==> config.mk <==
export PLATFORM = sky130hd
export DESIGN_NAME = peri_inputs_db
export DESIGN_NICKNAME = d
export VERILOG_FILES = /design/src/rtl/peri_inputs_db.sv
export SDC_FILE = /design/constraint.sdc
export NUM_CORES = 1
export LEC_CHECK = 0
export ABC_AREA = 0
export CAP_MARGIN = 20
export CELL_PAD_IN_SITES_DETAIL_PLACEMENT = 1
export CELL_PAD_IN_SITES_GLOBAL_PLACEMENT = 1
export CORE_UTILIZATION = 49
export CTS_BUF_LIST = sky130_fd_sc_hd__clkbuf_8
export DETAILED_ROUTE_END_ITERATION = 16
export GPL_TIMING_DRIVEN = 1
export PLACE_DENSITY = 0.93
export SLEW_MARGIN = 20
export SYNTH_ARGS = -nofsm -noshare
export SYNTH_HDL_FRONTEND = slang
export SYNTH_SLANG_ARGS = --single-unit
==> constraint.sdc <==
create_clock -name clk_i -period 16.9 [get_ports clk_i]
set_clock_uncertainty 0.2 [all_clocks]
set_input_delay 3.38 -clock clk_i [delete_from_list [all_inputs] [get_ports clk_i]]
set_output_delay 3.38 -clock clk_i [all_outputs]
set_load 0.02 [all_outputs]
==> src/rtl/peri_inputs_db.sv <==
// Memory-mapped input peripheral: per-channel 2-FF synchroniser, counter debounce,
// sticky write-1-to-clear change flags, interrupt mask and level interrupt.
module peri_inputs_db #(
    parameter int N_CH            = 16,
    parameter int DEBOUNCE_CYCLES = 100000,
    parameter int CNT_W           = 17
) (
    input  logic            clk_i,
    input  logic            reset_i,
    input  logic [N_CH-1:0] inputs_i,
    input  logic            we_i,
    input  logic [1:0]      addr_i,
    input  logic [31:0]     wdata_i,
    output logic [31:0]     rdata_o,
    output logic [N_CH-1:0] debounced_o,
    output logic            irq_o
);

    localparam logic [CNT_W-1:0] CNT_MAX = CNT_W'(DEBOUNCE_CYCLES - 1);

    typedef enum logic [1:0] {
        ADDR_STATE  = 2'd0,
        ADDR_CHANGE = 2'd1,
        ADDR_MASK   = 2'd2,
        ADDR_RSVD   = 2'd3
    } addr_e;

    logic [N_CH-1:0]  sync_meta;
    logic [N_CH-1:0]  sync_s;
    logic [N_CH-1:0]  deb;
    logic [N_CH-1:0]  change;
    logic [N_CH-1:0]  mask;
    logic [N_CH-1:0]  chg_set;
    logic [N_CH-1:0]  clr_bits;
    logic [CNT_W-1:0] cnt [N_CH];
    logic             unused_wdata;

    assign unused_wdata = ^wdata_i;

    always_ff @(posedge clk_i or posedge reset_i) begin
        if (reset_i) begin
            sync_meta <= '0;
            sync_s    <= '0;
        end else begin
            sync_meta <= inputs_i;
            sync_s    <= sync_meta;
        end
    end

    // A channel is accepted on the edge where it has already differed for CNT_MAX edges
    always_comb begin
        chg_set = '0;
        for (int k = 0; k < N_CH; k++) begin
            chg_set[k] = (sync_s[k] != deb[k]) && (cnt[k] == CNT_MAX);
        end
    end

    always_ff @(posedge clk_i or posedge reset_i) begin
        if (reset_i) begin
            deb <= '0;
            for (int k = 0; k < N_CH; k++) begin
                cnt[k] <= '0;
            end
        end else begin
            for (int k = 0; k < N_CH; k++) begin
                if (sync_s[k] == deb[k]) begin
                    cnt[k] <= '0;
                end else if (chg_set[k]) begin
                    deb[k] <= sync_s[k];
                    cnt[k] <= '0;
                end else begin
                    cnt[k] <= cnt[k] + 1'b1;
                end
            end
        end
    end

    assign clr_bits = (we_i && (addr_i == ADDR_CHANGE)) ? wdata_i[N_CH-1:0] : '0;

    // Set is OR-ed in after the clear so a colliding W1C never loses a new event
    always_ff @(posedge clk_i or posedge reset_i) begin
        if (reset_i) begin
            change <= '0;
            mask   <= '0;
        end else begin
            change <= (change & ~clr_bits) | chg_set;
            if (we_i && (addr_i == ADDR_MASK)) begin
                mask <= wdata_i[N_CH-1:0];
            end
        end
    end

    assign irq_o       = |(change & mask);
    assign debounced_o = deb;

    always_comb begin
        rdata_o = '0;
        case (addr_i)
            ADDR_STATE:  rdata_o = 32'(deb);
            ADDR_CHANGE: rdata_o = 32'(change);
            ADDR_MASK:   rdata_o = 32'(mask);
            ADDR_RSVD:   rdata_o = '0;
            default:     rdata_o = '0;
        endcase
    end

endmodule

## Word level (Yosys, flattened, before mapping)

Index checks and enable logic that the tools add are counted.

| word-level totals | value |
|---|---|
| output and inout port bits | 49 |
| bits of input ports | 53 |
| logic and storage cells | 193 |
| flip-flop bits (word level) | 352 |

| cells by class | value |
|---|---|
| eq/ne operators | 51 |
| bitwise gates (word level) | 20 |
| mux-type cells | 34 |
| $add $sub $neg | 16 |
| reduce and logical (&&, ||, !) cells | 36 |

Operator list:

| kind | count |
|---|---|
| 17-bit 2-to-1 mux | 32 |
| 17-bit by 1-bit adder with 17-bit output, second input constant | 16 |
| 17-bit == test, second input constant | 16 |
| 32-bit case mux with 4 select lines | 1 |
| 16-bit bitwise AND | 2 |
| 2-bit AND reduction | 16 |
| 1-bit logical AND | 18 |
| 1-bit == test | 16 |
| 16-bit 2-to-1 mux | 1 |
| 1-bit inequality test | 16 |
| 1-bit inverter | 16 |
| 16-bit inverter | 1 |
| 16-bit bitwise OR | 1 |
| 16-bit OR reduction | 1 |
| 2-bit == test, second input constant | 2 |
| 2-bit by 1-bit == test with 1-bit output, second input constant | 1 |
| 2-bit zero test | 1 |

## Longest topological paths before layout

Gate-level depths: netlist of the first run.

| depth | value |
|---|---|
| depth after elaboration | 6 |
| depth in mapped cells | 7 |
| gate-level depth less buffers | 5 |

## Worst setup path before layout of the first run

Ideal clock, no wire load.

| timing | value |
|---|---|
| path kind | in2out |
| from | in addr_i[0] |
| to | out rdata_o[0] |
| arrival time | 4.835 ns |
| path slack | 8.485 ns |
| path buffers | 2 |
| required time | 13.320 ns |
| stages on the path | 4 |
| cells stage by stage | clkbuf_1 > buf_1 > mux2i_1 > o21ai_0 |

| between the ends | value |
|---|---|
| word-level cells in the longest chain between the ends | 2 |
| elaborated cells on any way between the ends | 5 |
| those cells by class | eq/ne: 3; mux: 1; reduce/logical: 1 |

RTL lines:

| what | RTL line | text |
|---|---|---|
| start, declared | 12 | `input logic [1:0] addr_i,` |
| 2-bit == test (tied with other cells) | 98 | `case (addr_i)` |
| 32-bit case mux with 4 select lines (*) | 98 |  |
| end, declared | 14 | `output logic [31:0] rdata_o,` |

Mark *: on every way between the ends. The rest lies on a longest branch, timed or not. The select of a mux whose other input is x is not followed.

## Worst setup path after layout of the first run

| timing | value |
|---|---|
| from | in addr_i[1] |
| to | out rdata_o[1] |

The elaborated chain is that of the path after synthesis.

==> results of run 1 <==
-- cells in the final DEF, fill, tap and decap left out, types with 4 or more instances in the layout --
| master | Yosys | final |
|---|---|---|
| dfrtp_1 | 352 | 352 |
| nor2_1 | 270 | 270 |
| xnor2_1 | 144 | 144 |
| nand2_1 | 130 | 130 |
| xor2_1 | 93 | 93 |
| nand3_1 | 93 | 93 |
| nand4_1 | 83 | 83 |
| clkbuf_8 | 0 | 82 |
| clkdlybuf4s50_1 | 0 | 69 |
| nor4_1 | 66 | 66 |
| nor3_1 | 54 | 54 |
| inv_1 | 31 | 40 |
| mux2_2 | 32 | 32 |
| o21ai_0 | 28 | 28 |
| and4_1 | 23 | 23 |
| a21oi_1 | 21 | 21 |
| or4_1 | 18 | 18 |
| mux2i_1 | 17 | 17 |
| ha_1 | 16 | 16 |
| conb_1 | 1 | 16 |
| or3_1 | 14 | 14 |
| clkinv_2 | 0 | 13 |
| and3_1 | 12 | 12 |
| nor4b_1 | 10 | 10 |
| a22o_1 | 9 | 9 |
| o31ai_1 | 7 | 7 |
| o31ai_4 | 2 | 5 |
| or2_2 | 5 | 5 |
| nor4bb_1 | 5 | 5 |
| bufinv_16 | 0 | 5 |
| nand4b_1 | 4 | 4 |
| o21ai_2 | 0 | 4 |
| a21o_1 | 4 | 4 |
| a221oi_1 | 4 | 4 |
| buf_4 | 17 | 4 |
-- metal layers --
metal  vias up  routed length (um)
li1       5924                   -
met4         0                1540
met1      6716               18400
met3       121                1730
met2       276               23800
met5         -                   0
-- final cells by class --
cell class | count | area, sq um
repair buffers | 74 | 741
multi-input cells | 1213 | 7580
clock inverters | 28 | 253
clock buffers | 82 | 1130
inverters | 31 | 124
well taps | 448 | 561
fillers | 3673 | 14300
flip-flops and latches | 352 | 8810
-- final timing paths --
| kind | end | slack (ns) | cells past startpoint |
|---|---|---|---|
| setup / recovery | rdata_o[1] | 7.49 | 6 |
| hold / removal | sync_s[7]$_DFF_PP0_ | 0.12 | 0 |
| setup reg to reg | cnt[100]$_DFF_PP0_ | 14.23 | 4 |
| hold reg to reg | sync_s[7]$_DFF_PP0_ | 0.12 | 0 |
| max in group asynchronous | cnt[222]$_DFF_PP0_ | 11.27 | 4 |
| min in group asynchronous | debounced_o[7]$_DFFE_PP0P_ | 3.08 | 2 |
-- stage by stage --
step                area (sq um)  hold slack [ns]
finish                     19200            0.124
global route               19200            0.146
CTS                        19200            0.115
detailed placement         17800            0.136
global placement           17800            0.134
floorplan                  16800            0.131
-- logic make-up (layout without fill, tap and decap cells) --
group | after synthesis | count (layout) | share of synthesized area
and+or+nand+nor | 805 | 805 | 0.242
DFF | 352 | 352 | 0.527
xor gates and xnor gates | 237 | 237 | 0.124
AOI/OAI and AO/OA | 89 | 89 | 0.0368
buffers and inverters | 86 | 215 | 0.0249
muxes | 50 | 50 | 0.0324
adders and majority gates | 16 | 16 | 0.0120
other | 1 | 16 | 0.000225
-- where the power goes --
part | switching, uW | internal, uW
logic | 65.3 | 35.8
registers | 24.9 | 864
clock network | 368 | 507
total | 458 | 1410
-- state kept, by name, indices dropped and copies added, names as in the netlist --
name,count
debounced_o,16
change,16
sync_meta,16
mask,16
cnt,272
sync_s,16
-- critical path, cell delays in order --
cell	delay, ns
clkdlybuf4s50_1	0.47
buf_4	0.30
nor2b_4	0.64
nand2_1	0.13
o21ai_0	0.20
clkdlybuf4s50_1	0.69
==> metrics.csv, run 1 <==
stage,metric,value,unit
outcome,status,finished clean,
finish,post-layout util,0.573,
timing,Final Hold Viols,0,
timing,RSZ-0062 raised after global routing,false,
timing,final setup fails,0,
clock_tree,TritonCTS clock tree,done,
synth,Avg Inst Size Synth,10.2,sq um
timing,Max Freq,0.106,GHz
global_routing,Total Routing Usage GR,0.267,
clock_tree,"Hold-fix buffers, CTS",0,
drt,DRC Markers,0,
power,Pleak,0.00794,uW
floorplanning,chip width,187,um
floorplanning,I/O pin total,102,
floorplanning,die height,187,um
critical_path,Startpoint Class,input pin,
synth,Yosys warning count,0,
finish,layout cells sized above 1,0.0921,
critical_path,CP startpoint,addr_i[1],
drt,vias post-DR,13000,
hold_path,hold_sp,sync_meta[7]$_DFF_PP0_,
synth,"Top FF cell, synth",dfrtp_1,
power,Worst VDD drop,0.0572,mV
synth,Gate Count Post-Synth,1636,
clock_tree,clock buffer depth,3,
run,max_cap viols,0,
power,total power,1870,uW
global_routing,M2 GR Usage,0.470,
place,Placer Congestion,0.866,
floorplanning,# rows,67,
synth,top cell type's share of synthesized area,0.527,
synth,cell taking the most area after synthesis,dfrtp_1,
clock_tree,CTS H-tree lvls,2,
synth,sequential element share of the synthesized area,0.527,
clock_tree,clock-pin slew on the worst setup and hold paths,0.07,ns
critical_path,WS Path Type,in -> out,
hold_path,worst hold-check path type,reg -> reg,
drt,first-pass detailed-route iteration total,5,
synth,top post-synthesis cells by count,"352 x dfrtp_1, 270 x nor2_1, 144 x xnor2_1, 130 x nand2_1",
critical_path,Max Fanout on Critical Path,18,
global_routing,Top Usage Layer GRT,met2,
global_routing,GR Util met1,0.324,
clock_tree,post-CTS resize count,0,
synth,share of synthesized registers carrying an async set or reset,1.00,
drt,WL/cell,20.4,um
synth,Synth Register Bits,352,
timing,Tmin final,9.41,ns
clock_tree,clk_lat worst skew,0.65,ns
floorplanning,Core Box Area,0.0335,sq mm
critical_path,Critical Path RT,13.32,ns
timing,final worst-path setup slack,7.49,ns
synth,post-synthesis cell area,0.0167,sq mm
drt,Post-DRT Antenna Nets,0,
critical_path,Worst setup EP type,primary output,
finish,final std cells w/o fill,2228,
drt,Iteration-0 DRC Markers,605,
floorplanning,Die Area,0.0348,sq mm
synth,post-synthesis cell type count,52,
place,Place WS,7.24,ns
clock_tree,CTS Buf Count,58,
global_routing,antenna violations before repair,0,
timing,Tcrit/Tclk final,0.557,
synth,top post-synthesis cells by area,"dfrtp_1 53%, xnor2_1 7.6%, nor2_1 6.1%, xor2_1 4.9%, nand4_1 3.1%",
clock_tree,Root Driver,clkbuf_8,
global_routing,met3 Resource Use GR,0.0474,
timing,Slew HR,0.285,
finish,number of diodes,0,
place,HPWL Detailed,28600,um
global_routing,global-route wire length before repair,75700,um
finish,Final Net Count,1799,
drt,DR vias/cell,5.85,
clock_tree,number of post-CTS setup repair buffers,0,
timing,Setup TNS,0,ns
synth,cell with the most instances after synthesis,dfrtp_1,
timing,actual slew at the worst max-slew pin,1.07,ns
critical_path,Worst R2R Start,cnt[98]$_DFF_PP0_,
drt,WL final,45400,um
global_routing,number of global-route vias before repair,14400,
finish,Layout Area Growth over Synthesis,14.9,%
timing,Final Max Tran Viols,0,
place,PortBufs,69,
place,Inst Count DP,2118,
critical_path,Crit path arrival time,5.83,ns
synth,"EDFF count, synth",0,
global_routing,total global routing overflow,0,
power,Pwr Density,97.2,mW/mm^2
global_routing,largest net degree at the start of global routing,182,
floorplanning,Initial Util,0.498,
clock_tree,clk sinks,352,
Note: power is estimated with default switching activity, not from simulation.
==> run 2: changes to the inputs <==
--- a/config.mk
+++ b/config.mk
@@ -9,11 +9,11 @@
 export CAP_MARGIN = 20
 export CELL_PAD_IN_SITES_DETAIL_PLACEMENT = 1
 export CELL_PAD_IN_SITES_GLOBAL_PLACEMENT = 1
-export CORE_UTILIZATION = 49
+export CORE_UTILIZATION = 44
 export CTS_BUF_LIST = sky130_fd_sc_hd__clkbuf_8
 export DETAILED_ROUTE_END_ITERATION = 16
 export GPL_TIMING_DRIVEN = 1
-export PLACE_DENSITY = 0.93
+export PLACE_DENSITY = 0.89
 export SLEW_MARGIN = 20
 export SYNTH_ARGS = -nofsm -noshare
 export SYNTH_HDL_FRONTEND = slang
==> constraint.sdc (replaced) <==
create_clock -name clk_i -period 7.64 [get_ports clk_i]
set_clock_uncertainty 0.2 [all_clocks]
set_input_delay 1.528 -clock clk_i [delete_from_list [all_inputs] [get_ports clk_i]]
set_output_delay 1.528 -clock clk_i [all_outputs]
set_load 0.02 [all_outputs]
==> run 2 against run 1 <==
Power rose by 110%; sequential power increased by 120%; flip-flop and latch count unchanged; clock power increased by 110%; critical path depth grew 1; via count is 1.5% lower; global-route usage is 4.0 points lower; core utilization is 5.2 points lower; register-to-register slack got worse by 9.3 ns; routed wire length down 5.3%; worst setup slack got worse by 5.7 ns; largest cell class unchanged.
==> metrics.csv, run 2 (same netlist as run 1, synthesis figures left out) <==
stage,metric,value,unit,change
critical_path,cell family with most CP delay,buffers and inverters,,
global_routing,M2 GR Usage,0.392,,-0.0774
global_routing,total global routing overflow,0,,unchanged
outcome,status,finished clean,,
power,Pleak,0.00793,uW,-0.11%
finish,"commonest non-fill, non-tap cell in the layout",dfrtp_1,,
clock_tree,Root Driver,clkbuf_8,,
global_routing,antenna violations before repair,1,,+1
critical_path,ordered cell list for the critical path,clkdlybuf4s50_1 -> buf_4 -> nor2b_2 -> buf_6 -> nand2_1 -> o21ai_0 -> clkdlybuf4s50_1,,
critical_path,CP startpoint,addr_i[1],,
clock_tree,clock buffer depth,3,,unchanged
finish,Layout Area Growth over Synthesis,15.2,%,
drt,DRC Markers,0,,unchanged
drt,WL/cell,18.8,um,-7.7%
floorplanning,I/O pin total,102,,unchanged
place,Placer Congestion,0.827,,-4.5%
critical_path,Max Fanout on Critical Path,18,,unchanged
critical_path,Worst setup EP type,primary output,,
drt,WL final,43000,um,-5.3%
floorplanning,Die Area,0.0387,sq mm,+11%
finish,layout cells sized above 1,0.0898,,-0.00235
finish,"commonest cells after routing, fill and taps aside","352 x dfrtp_1, 270 x nor2_1, 144 x xnor2_1",,
timing,final worst-path setup slack,1.75,ns,-5.73 ns
critical_path,slowest CP cell,nor2b_2,,
clock_tree,clk sinks,352,,unchanged
drt,vias post-DR,12800,,-1.5%
drt,DR vias/cell,5.62,,-4.0%
clock_tree,"Hold-fix buffers, CTS",0,,unchanged
critical_path,Crit path arrival time,4.16,ns,-1.67 ns
timing,RSZ-0062 raised after global routing,false,,
critical_path,CP bufs+invs,4,,+1
finish,number of diodes,0,,unchanged
clock_tree,clock-pin slew on the worst setup and hold paths,0.05,ns,-0.02 ns
place,PortBufs,69,,unchanged
hold_path,worst hold-check path type,reg -> reg,,
clock_tree,CTS H-tree lvls,2,,unchanged
floorplanning,# rows,70,,+4.5%
clock_tree,post-CTS resize count,0,,unchanged
clock_tree,number of post-CTS setup repair buffers,0,,unchanged
floorplanning,Initial Util,0.452,,-0.0462
finish,max reg flops,272,,unchanged
critical_path,Max stage delay on crit path,0.71,ns,+0.02 ns
global_routing,number of global-route vias before repair,13800,,-4.6%
critical_path,cell mode on critical path,clkdlybuf4s50_1,,
timing,Slew HR,0.252,,-0.0329
finish,Reg area,0.00881,sq mm,unchanged
finish,filler instances,4131,,+12%
critical_path,FF-to-FF End,cnt[43]$_DFF_PP0_,,
critical_path,WS Path Type,in -> out,,
finish,multi-input combinational cell area,0.00758,sq mm,about the same
global_routing,met3 Resource Use GR,0.0339,,-0.0135
place,Place WS,1.60,ns,-5.64 ns
global_routing,largest net degree at the start of global routing,155,,-15%
place,HPWL Detailed,28600,um,+0.32%
critical_path,Startpoint Class,input pin,,
clock_tree,clk_lat worst skew,0.64,ns,about the same
timing,Setup TNS,0,ns,unchanged
timing,Max Freq,0.170,GHz,
drt,Iteration-0 DRC Markers,797,,+32%
timing,Tcrit/Tclk final,0.771,,
finish,Final Net Count,1804,,+0.28%
drt,first-pass detailed-route iteration total,4,,-1
critical_path,Worst R2R Start,cnt[46]$_DFF_PP0_,,
floorplanning,Core Box Area,0.0370,sq mm,+10%
power,Worst VDD drop,0.115,mV,+100%
floorplanning,chip width,197,um,+5.5%
critical_path,worst reg-to-reg setup slack,4.93,ns,-9.30 ns
global_routing,GR Util met1,0.293,,-0.0316
timing,Tmin final,5.89,ns,
run,max_cap viols,0,,unchanged
global_routing,Total Routing Usage GR,0.227,,-0.0395
global_routing,global-route wire length before repair,71500,um,-5.6%
timing,Final Max Tran Viols,0,,unchanged
floorplanning,die height,197,um,+5.5%
finish,Largest Register,cnt,,
timing,actual slew at the worst max-slew pin,1.12,ns,+0.0494 ns
timing,Final Hold Viols,0,,unchanged
critical_path,R2R depth,4,,unchanged
critical_path,number of cells on the critical path,7,,+1
drt,Post-DRT Antenna Nets,0,,unchanged
critical_path,Critical Path RT,5.91,ns,-7.41 ns
clock_tree,CTS Buf Count,59,,+1.7%
timing,final setup fails,0,,unchanged
critical_path,crit path to,rdata_o[13],,
clock_tree,TritonCTS clock tree,done,,
power,Pwr Density,208,mW/mm^2,+110%
global_routing,Top Usage Layer GRT,met2,,
-- run 2: cell count changes in the layout (fill, tap and decap cells not counted), sizes merged --
| cell | previous run | this run |
|---|---|---|
| clkinv | 13 | 2 |
| inv | 41 | 47 |
| clkbuf | 82 | 87 |
| buf | 5 | 9 |
| bufinv | 5 | 1 |
| clkinvlp | 0 | 2 |
-- run 2: worst reg2reg max path: cells and delay by family (launching register included) --
kind	cells	cell delay, ns
AO/OA/AOI/OAI	1	0.69
flip-flops	1	0.45
AND/OR/NAND/NOR	3	1.21
-- run 2: cell type report --
cell class,instances,share of cell area
flip-flops and latches,352,0.458
well taps,504,0.0328
multi-input cells,1213,0.394
clock buffers,87,0.0622
inverters,31,0.00624
clock inverters,21,0.00605
repair buffers,78,0.0413
-- run 2: how the worst min path moves through the flow --
stage	startpoint	to	slack, ns	cells past startpoint
floorplan	sync_meta[0]$_DFF_PP0_	sync_s[0]$_DFF_PP0_	0.13	0
global placement	sync_meta[5]$_DFF_PP0_	sync_s[5]$_DFF_PP0_	0.13	0
detailed placement	sync_meta[3]$_DFF_PP0_	sync_s[3]$_DFF_PP0_	0.14	0
CTS	sync_meta[3]$_DFF_PP0_	sync_s[3]$_DFF_PP0_	0.15	0
global route	sync_meta[9]$_DFF_PP0_	sync_s[9]$_DFF_PP0_	0.16	0
finish	sync_meta[3]$_DFF_PP0_	sync_s[3]$_DFF_PP0_	0.15	0
-- run 2: stage by stage --
stage	instance area [sq um]	power [uW]	utilization	instances	hold slack, ns
2_1_floorplan	16800	2120	-	1651	0.131
3_3_place_gp	17900	2210	0.483	2176	0.135
3_5_place_dp	17900	2220	0.483	2176	0.138
4_1_cts	19200	4040	0.519	2284	0.152
5_1_grt	19200	4150	0.521	2286	0.158
6_report	19200	4000	0.521	2286	0.150
-- run 2: where the power goes --
group          total, uW  internal, uW  leakage, uW  switching [uW]
registers           1970          1910      0.00477            55.2
clock network       1810          1030     0.000737             774
logic                225          81.4      0.00242             144
total               4000          3030      0.00793             973
-- run 2: routing by layer --
layer / vias to the layer above / part of all wire
met5: - / 0
met4: 0 / 0.022
met3: 73 / 0.033
met2: 218 / 0.50
met1: 6615 / 0.44
li1: 5934 / -
